### src/rtl/pb_cmd_sched.sv
// Pushbutton command scheduler: latches release pulses into pending flags,
// grants them round-robin as valid/ready commands with an enforced idle gap,
// toggles the power state on button-0 commands and counts lost releases.
module pb_cmd_sched #(
    parameter int unsigned NUM_PB     = 4,
    parameter int unsigned GAP_CYCLES = 2
) (
    input  logic                      clk,
    input  logic                      rst,
    input  logic [NUM_PB-1:0]         rel,
    input  logic                      cmd_rdy,
    output logic                      cmd_vld,
    output logic [$clog2(NUM_PB)-1:0] cmd_id,
    output logic [NUM_PB-1:0]         pend,
    output logic                      pwr_up,
    output logic [7:0]                drop_cnt
);

    localparam int unsigned IdW = $clog2(NUM_PB);

    typedef enum logic [1:0] {
        StIdle,
        StOffer,
        StGap
    } state_e;

    state_e            state_q, state_d;
    logic              cmd_vld_q, cmd_vld_d;
    logic [IdW-1:0]    cmd_id_q, cmd_id_d;
    logic [NUM_PB-1:0] pend_q, pend_d;
    logic              pwr_up_q, pwr_up_d;
    logic [7:0]        drop_cnt_q, drop_cnt_d;
    logic [IdW-1:0]    rr_last_q, rr_last_d;
    logic [7:0]        gap_q, gap_d;

    logic              accept;
    logic [NUM_PB-1:0] clr_mask;
    logic              drop_any;
    logic              win_found;
    logic [IdW-1:0]    win_id;
    logic [IdW-1:0]    idx;

    // Round-robin search over the registered pending flags, starting after rr_last.
    always_comb begin
        win_found = 1'b0;
        win_id    = '0;
        idx       = '0;
        for (int unsigned k = 1; k <= NUM_PB; k++) begin
            idx = IdW'((32'(rr_last_q) + k) % NUM_PB);
            if (!win_found && pend_q[idx]) begin
                win_found = 1'b1;
                win_id    = idx;
            end
        end
    end

    // Next-state for pending flags, drop counter and the command FSM.
    always_comb begin
        accept     = cmd_vld_q & cmd_rdy;
        clr_mask   = accept ? ({{(NUM_PB-1){1'b0}}, 1'b1} << cmd_id_q) : '0;
        // A release on the accepting edge of the same button is a fresh event.
        drop_any   = |(rel & pend_q & ~clr_mask);
        pend_d     = (pend_q & ~clr_mask) | rel;
        drop_cnt_d = (drop_any && (drop_cnt_q != 8'hFF)) ? drop_cnt_q + 8'd1 : drop_cnt_q;

        state_d    = state_q;
        cmd_vld_d  = cmd_vld_q;
        cmd_id_d   = cmd_id_q;
        pwr_up_d   = pwr_up_q;
        rr_last_d  = rr_last_q;
        gap_d      = gap_q;

        unique case (state_q)
            StIdle: begin
                if (win_found) begin
                    cmd_vld_d = 1'b1;
                    cmd_id_d  = win_id;
                    state_d   = StOffer;
                end
            end
            StOffer: begin
                if (cmd_rdy) begin
                    cmd_vld_d = 1'b0;
                    rr_last_d = cmd_id_q;
                    if (cmd_id_q == '0) begin
                        pwr_up_d = ~pwr_up_q;
                    end
                    if (GAP_CYCLES == 0) begin
                        state_d = StIdle;
                    end else begin
                        gap_d   = 8'(GAP_CYCLES - 1);
                        state_d = StGap;
                    end
                end
            end
            StGap: begin
                if (gap_q == 8'd0) begin
                    state_d = StIdle;
                end else begin
                    gap_d = gap_q - 8'd1;
                end
            end
            default: begin
                state_d = StIdle;
            end
        endcase
    end

    // State register with synchronous reset; all outputs come straight from here.
    always_ff @(posedge clk) begin
        if (rst) begin
            state_q    <= StIdle;
            cmd_vld_q  <= 1'b0;
            cmd_id_q   <= '0;
            pend_q     <= '0;
            pwr_up_q   <= 1'b0;
            drop_cnt_q <= 8'd0;
            rr_last_q  <= IdW'(NUM_PB - 1);
            gap_q      <= 8'd0;
        end else begin
            state_q    <= state_d;
            cmd_vld_q  <= cmd_vld_d;
            cmd_id_q   <= cmd_id_d;
            pend_q     <= pend_d;
            pwr_up_q   <= pwr_up_d;
            drop_cnt_q <= drop_cnt_d;
            rr_last_q  <= rr_last_d;
            gap_q      <= gap_d;
        end
    end

    assign cmd_vld  = cmd_vld_q;
    assign cmd_id   = cmd_id_q;
    assign pend     = pend_q;
    assign pwr_up   = pwr_up_q;
    assign drop_cnt = drop_cnt_q;

endmodule

### config.mk
export PLATFORM = sky130hd
export DESIGN_NAME = pb_cmd_sched
export DESIGN_NICKNAME = d
export VERILOG_FILES = /design/src/rtl/pb_cmd_sched.sv
export SDC_FILE = /design/constraint.sdc
export NUM_CORES = 1
export LEC_CHECK = 0
export ABC_CLOCK_PERIOD_IN_PS = 2050
export CAP_MARGIN = 20
export CORE_UTILIZATION = 63
export CTS_BUF_LIST = sky130_fd_sc_hd__clkbuf_2
export CTS_CLUSTER_SIZE = 20
export DETAILED_ROUTE_END_ITERATION = 8
export DONT_BUFFER_PORTS = 1
export PLACE_DENSITY = 0.79
export SYNTH_ARGS = -nofsm -noshare
export SYNTH_HDL_FRONTEND = slang
export SYNTH_SLANG_ARGS = --single-unit
### constraint.sdc
create_clock -name clk -period 2.05 [get_ports clk]
set_input_delay 0.205 -clock clk [delete_from_list [all_inputs] [get_ports clk]]
set_output_delay 0.205 -clock clk [all_outputs]
set_load 0.01 [all_outputs]
# Word-level counts from Yosys, hierarchy flattened
# Index checks and enable logic that the tools add are counted.
totals:
  regBits: 28
  output_inout_bits: 16
  wordCells: 79
classes:
  add_sub_neg: 6
  order_cmp: 4
  eq_ne: 7
  n_shift: 1
  muxes: 27
  n_bitwise: 7
  reduce_logical: 19
op_table:
  columns: ["op", "count"]
  rows:
  - ["2-to-1 mux 8 bit", 2]
  - ["case mux 8 bit (2 select lines)", 1]
  - ["2-to-1 mux 2 bit", 7]
  - ["AND 4 bit", 3]
  - ["< comparator 2 x 3 -> 1 bit (second input constant)", 4]
  - ["AND reduction 3 bit", 4]
  - ["2-to-1 mux 1 bit", 10]
  - ["adder 8 x 1 -> 8 bit (second input constant)", 1]
  - ["binary-select mux 1 bit (select 2 bit)", 4]
  - ["logical NOT 8 bit", 1]
  - ["!= test 2 bit (second input constant)", 4]
  - ["!= test 8 bit (second input constant)", 1]
  - ["subtractor 8 x 1 -> 8 bit (second input constant)", 1]
  - ["case mux 2 bit (3 select lines)", 1]
  - ["adder 2 x 1 -> 2 bit (second input constant)", 2]
  - ["adder 2 bit (second input constant)", 2]
  - ["logical AND 1 bit", 4]
  - ["logical NOT 2 bit", 2]
  - ["2-to-1 mux 4 bit", 1]
  - ["inverter 4 bit", 1]
  - ["OR 4 bit", 1]
  - ["AND reduction 2 bit", 2]
  - ["nonzero test 2 bit", 2]
  - ["OR reduction 4 bit", 1]
  - ["other kinds (7)", 9]

# Logic depth before layout (Yosys ltp)
depth:
  ltp_word: 15
  mapped_depth: 7

# Worst setup path after synthesis
# Ideal clock, no wire load.
synth_timing:
  path_type: "register to register"
  from: "register gap_q[0]"
  to: "register gap_q[4]"
  arrival_ns: 1.521
  required_time_ns: 1.980
  setup_slack_ns: 0.458
  path_stages_with_launch: 7
  path_buffers: 0
  period_less_slack_ns: 1.592
  cell_sequence: "dfxtp_1 -> inv_1 -> ha_1 -> a31oi_4 -> o21ai_1 -> or4_1 -> a21oi_1"
synth_between:
  elab_chain_cells: 3
  word_cells_on_any_way: 6
synth_rtl:
  columns: ["item", "line_no", "rtl"]
  rows:
  - ["start, declared", "34", "logic [7:0] gap_q, gap_d;"]
  - ["start signal, assigned", "128", "gap_q <= gap_d;"]
  - ["subtractor 8 x 1 -> 8 bit / logical NOT 8 bit (equally long branches)", "100, 97", null]
  - ["2-to-1 mux 8 bit / != test 2 bit (equally long branches)", null, null]
  - ["case mux 8 bit (2 select lines) / AND reduction 3 bit (equally long branches)", null, null]
# Parallel ways exist; a longest one is shown, timed or not. The select of a mux whose other input is x is not followed.
# A chain may end at the register's enable or synchronous reset.

# Final worst setup path
layout_timing:
  from: "register drop_cnt_q[0], in the netlist drop_cnt[0]"
  to: "register drop_cnt_q[7], in the netlist drop_cnt[7]"
layout_between:
  elab_chain_cells: 2
  word_cells_on_any_way: 3
layout_rtl:
  columns: ["item", "line_no", "rtl"]
  rows:
  - ["start, declared", "32", "logic [7:0] drop_cnt_q, drop_cnt_d;"]
  - ["start signal, assigned", "126", "drop_cnt_q <= drop_cnt_d;"]
  - ["parallel branches: the longest is 2 deep, another holds adder 8 x 1 -> 8 bit", null, null]
# Several ways; the timed one is not identified.

==> impl_metrics.env <==
export IMPL_reg2reg_to="drop_cnt[7]"
export IMPL_route_vias_total=1133
export IMPL_synth_nets=163
export IMPL_final_core_util=0.7254
export IMPL_clock_latency_ps=350
export IMPL_netlist_cell_type_count=42
export IMPL_min_delay_worst_endpoint="state_q[0]"
export IMPL_drive_gt1_frac=0.09259
export IMPL_critPathArrivalTime_ps=2160
export IMPL_tightest_slew_ps=737.3
export IMPL_place_inst=181
export IMPL_yosysWarnings=0
export IMPL_hold_path_startpoint="cmd_rdy"
export IMPL_switching_share=0.3232
export IMPL_path_max_fanout=11
export IMPL_place_ws_ps=219.4
export IMPL_p_switching_mw=0.3537
export IMPL_dr_first_iter_drc_count=32
export IMPL_num_rows=16
export IMPL_wl_per_cell_um=14.22
export IMPL_ios=23
export IMPL_fmax_mhz=536.5
export IMPL_num_antenna_cells=0
export IMPL_grt_usage=0.2415
export IMPL_finalCritPeriodShare=0.9092
export IMPL_ys_seq_area_frac=0.4214
export IMPL_finalHoldViolations=0
export IMPL_grt_pass1_vias=959
export IMPL_synth_cells=153
export IMPL_cts_buffers=3
export IMPL_grt_setup_unrepaired="no"
export IMPL_power_mw=1.094
export IMPL_via_per_inst=5.995
export IMPL_die_w_um=47.95
export IMPL_core_um2=1982
export IMPL_port_buffer_count=0
export IMPL_avgSynthCellArea_um2=8.693
export IMPL_cap_violations=0
export IMPL_worst_slack_ps=186.2
export IMPL_place_area_um2=1370
export IMPL_cts_htree_levels=1
export IMPL_instances_no_fill=189
export IMPL_die_height_um=47.95
export IMPL_pwr_share_clk=0.178
export IMPL_cts_tree="done"
export IMPL_slew_headroom=0.5068
export IMPL_initial_utilization=0.6711
export IMPL_power_frac_comb=0.211
export IMPL_async_flop_share=0
export IMPL_final_area_um2=1438
export IMPL_die_area_um2=2299
export IMPL_synthesis_area_um2=1330
export IMPL_reg2reg_slack_ps=190
export IMPL_r2r_start="drop_cnt[0]"
export IMPL_place_gp_congestion=0.7585
export IMPL_power_frac_seq=0.610
export IMPL_finalMaxSlewViolations=0
export IMPL_grt_pass1_wl_um=3870
export IMPL_final_cell_mix="28 x nor2_1, 26 x dfxtp_1, 12 x a21oi_1"
export IMPL_power_leakage_nw=0.5311
export IMPL_end_kind="flop"
export IMPL_clockBufferDepth=2
export IMPL_start_kind="flop"
export IMPL_final_common_cell="nor2_1"
export IMPL_min_period_ps=1864
export IMPL_p_per_area_nw_per_um2=761.1
export IMPL_crit_type="reg -> reg"
export IMPL_wirelength_um=2688
export IMPL_antenna_left=0
export IMPL_syn2layout_area_growth_pct=8.090
export IMPL_path_clk_slew_ps=250
export IMPL_status="complete, no violations"
export IMPL_setup_tns_ps=0
export IMPL_setup_viol=0
export IMPL_dpl_hpwl_um=1832
export IMPL_intPower_mw=0.7406
export IMPL_ff2ff_path_depth=6
export IMPL_required_ps=2350
export IMPL_ys_ff_latch=28
export IMPL_gr_total_overflow=0
export IMPL_finalNetCount=174
export IMPL_skew_ps=3.381
export IMPL_antenna_found_initial=0
export IMPL_ir_worst_vdd_mv=0.5070
export IMPL_hp_class="in -> reg"
export IMPL_synth_edf_count=0
export IMPL_hold_slack_ps=42.37
export IMPL_grt_start_max_net_pins=22
export IMPL_drt_pass1_iterations=4
export IMPL_remaining_drc_errors=0
export IMPL_synthFlopType="dfxtp_1"
export IMPL_cts_root_buf="clkbuf_2"
export IMPL_cts_sinks=28
export IMPL_holdPathStages=3
[metal layers]
layer / GRT usage / routed length, µm / vias to the layer above
met2: 0.4108 / 1282 / 23
met1: 0.3048 / 1273 / 527
met5: 0 / 0 / -
met4: 0.08333 / 21 / 0
met3: 0.04528 / 110 / 4
li1: - / - / 579
[flip-flops by register name, summed over array words and instances (netlist names)]
| register | cells |
|---|---|
| pend | 4 |
| drop_cnt | 8 |
| pwr_up | 1 |
| state_q | 2 |
| rr_last_q | 2 |
| gap_q | 8 |
| cmd_id | 2 |
| cmd_vld | 1 |
[power by group through the flow]
stage	Clock (mW)	Combinational (mW)	Sequential, mW
2_1_floorplan	0	0.179	0.670
3_3_place_gp	0	0.205	0.672
3_5_place_dp	0	0.214	0.677
4_1_cts	0.201	0.231	0.666
5_1_grt	0.219	0.263	0.680
6_report	0.195	0.231	0.668
[cell type report]
type / instances / area (µm²)
Clock buffer: 3 / 15.01
Fill cell: 154 / 544.3
Inverter: 6 / 22.52
Multi-Input combinational cell: 116 / 723.2
Sequential cell: 28 / 563.0
Tap cell: 27 / 33.78
Timing Repair Buffer: 9 / 80.08
[Yosys cell counts, drive strengths merged, types with 3 or more instances]
cell type / count / area (µm²)
dfxtp: 28 / 560.5
o21ai: 7 / 35.03
xor2: 7 / 61.31
ha: 3 / 37.54
or3: 4 / 26.28
inv: 6 / 22.52
nand2: 3 / 11.26
a21oi: 12 / 60.06
nor3: 6 / 30.03
nor2: 29 / 111.4
nand2b: 3 / 18.77
nand3: 7 / 35.03
[how the worst max path moves through the flow]
stage / from / end / slack [ps] / cells past startpoint
4_1_cts: cmd_id[1] / drop_cnt[7] / 170 / 5
3_3_place_gp: cmd_id[0] / drop_cnt[7] / 280 / 5
5_1_grt: drop_cnt[0] / drop_cnt[7] / 10 / 6
2_1_floorplan: gap_q[0] / gap_q[4] / 460 / 6
6_report: drop_cnt[0] / drop_cnt[7] / 190 / 6
3_5_place_dp: cmd_id[0] / drop_cnt[7] / 220 / 5
[cell families (layout without fill, tap and decap cells)]
kind of cell / count (synthesis) / in the layout / share of synthesized area
simple gates: 66 / 66 / 0.2549
fa+ha+maj: 3 / 3 / 0.02823
compound gates: 37 / 37 / 0.1910
mux: 3 / 3 / 0.02352
buf+inv: 9 / 18 / 0.03480
flops: 28 / 28 / 0.4215
xor+xnor: 7 / 7 / 0.04610
[timing repair]
item / in CTS / in global routing
resized for setup: 0 / 2
buffers inserted: 0 / 0
setup endpoints to repair: 0 / 1
hold endpoints to repair: 21 / 0
hold buffers: 5 / 0
[worst max-delay path, stage by stage (launching register included)]
cell,delay (ps)
dfxtp_1,450
ha_1,260
inv_1,100
nor3_1,60
a31o_1,310
or4_1,500
a21oi_1,140
(Power assumes the default switching activity.)
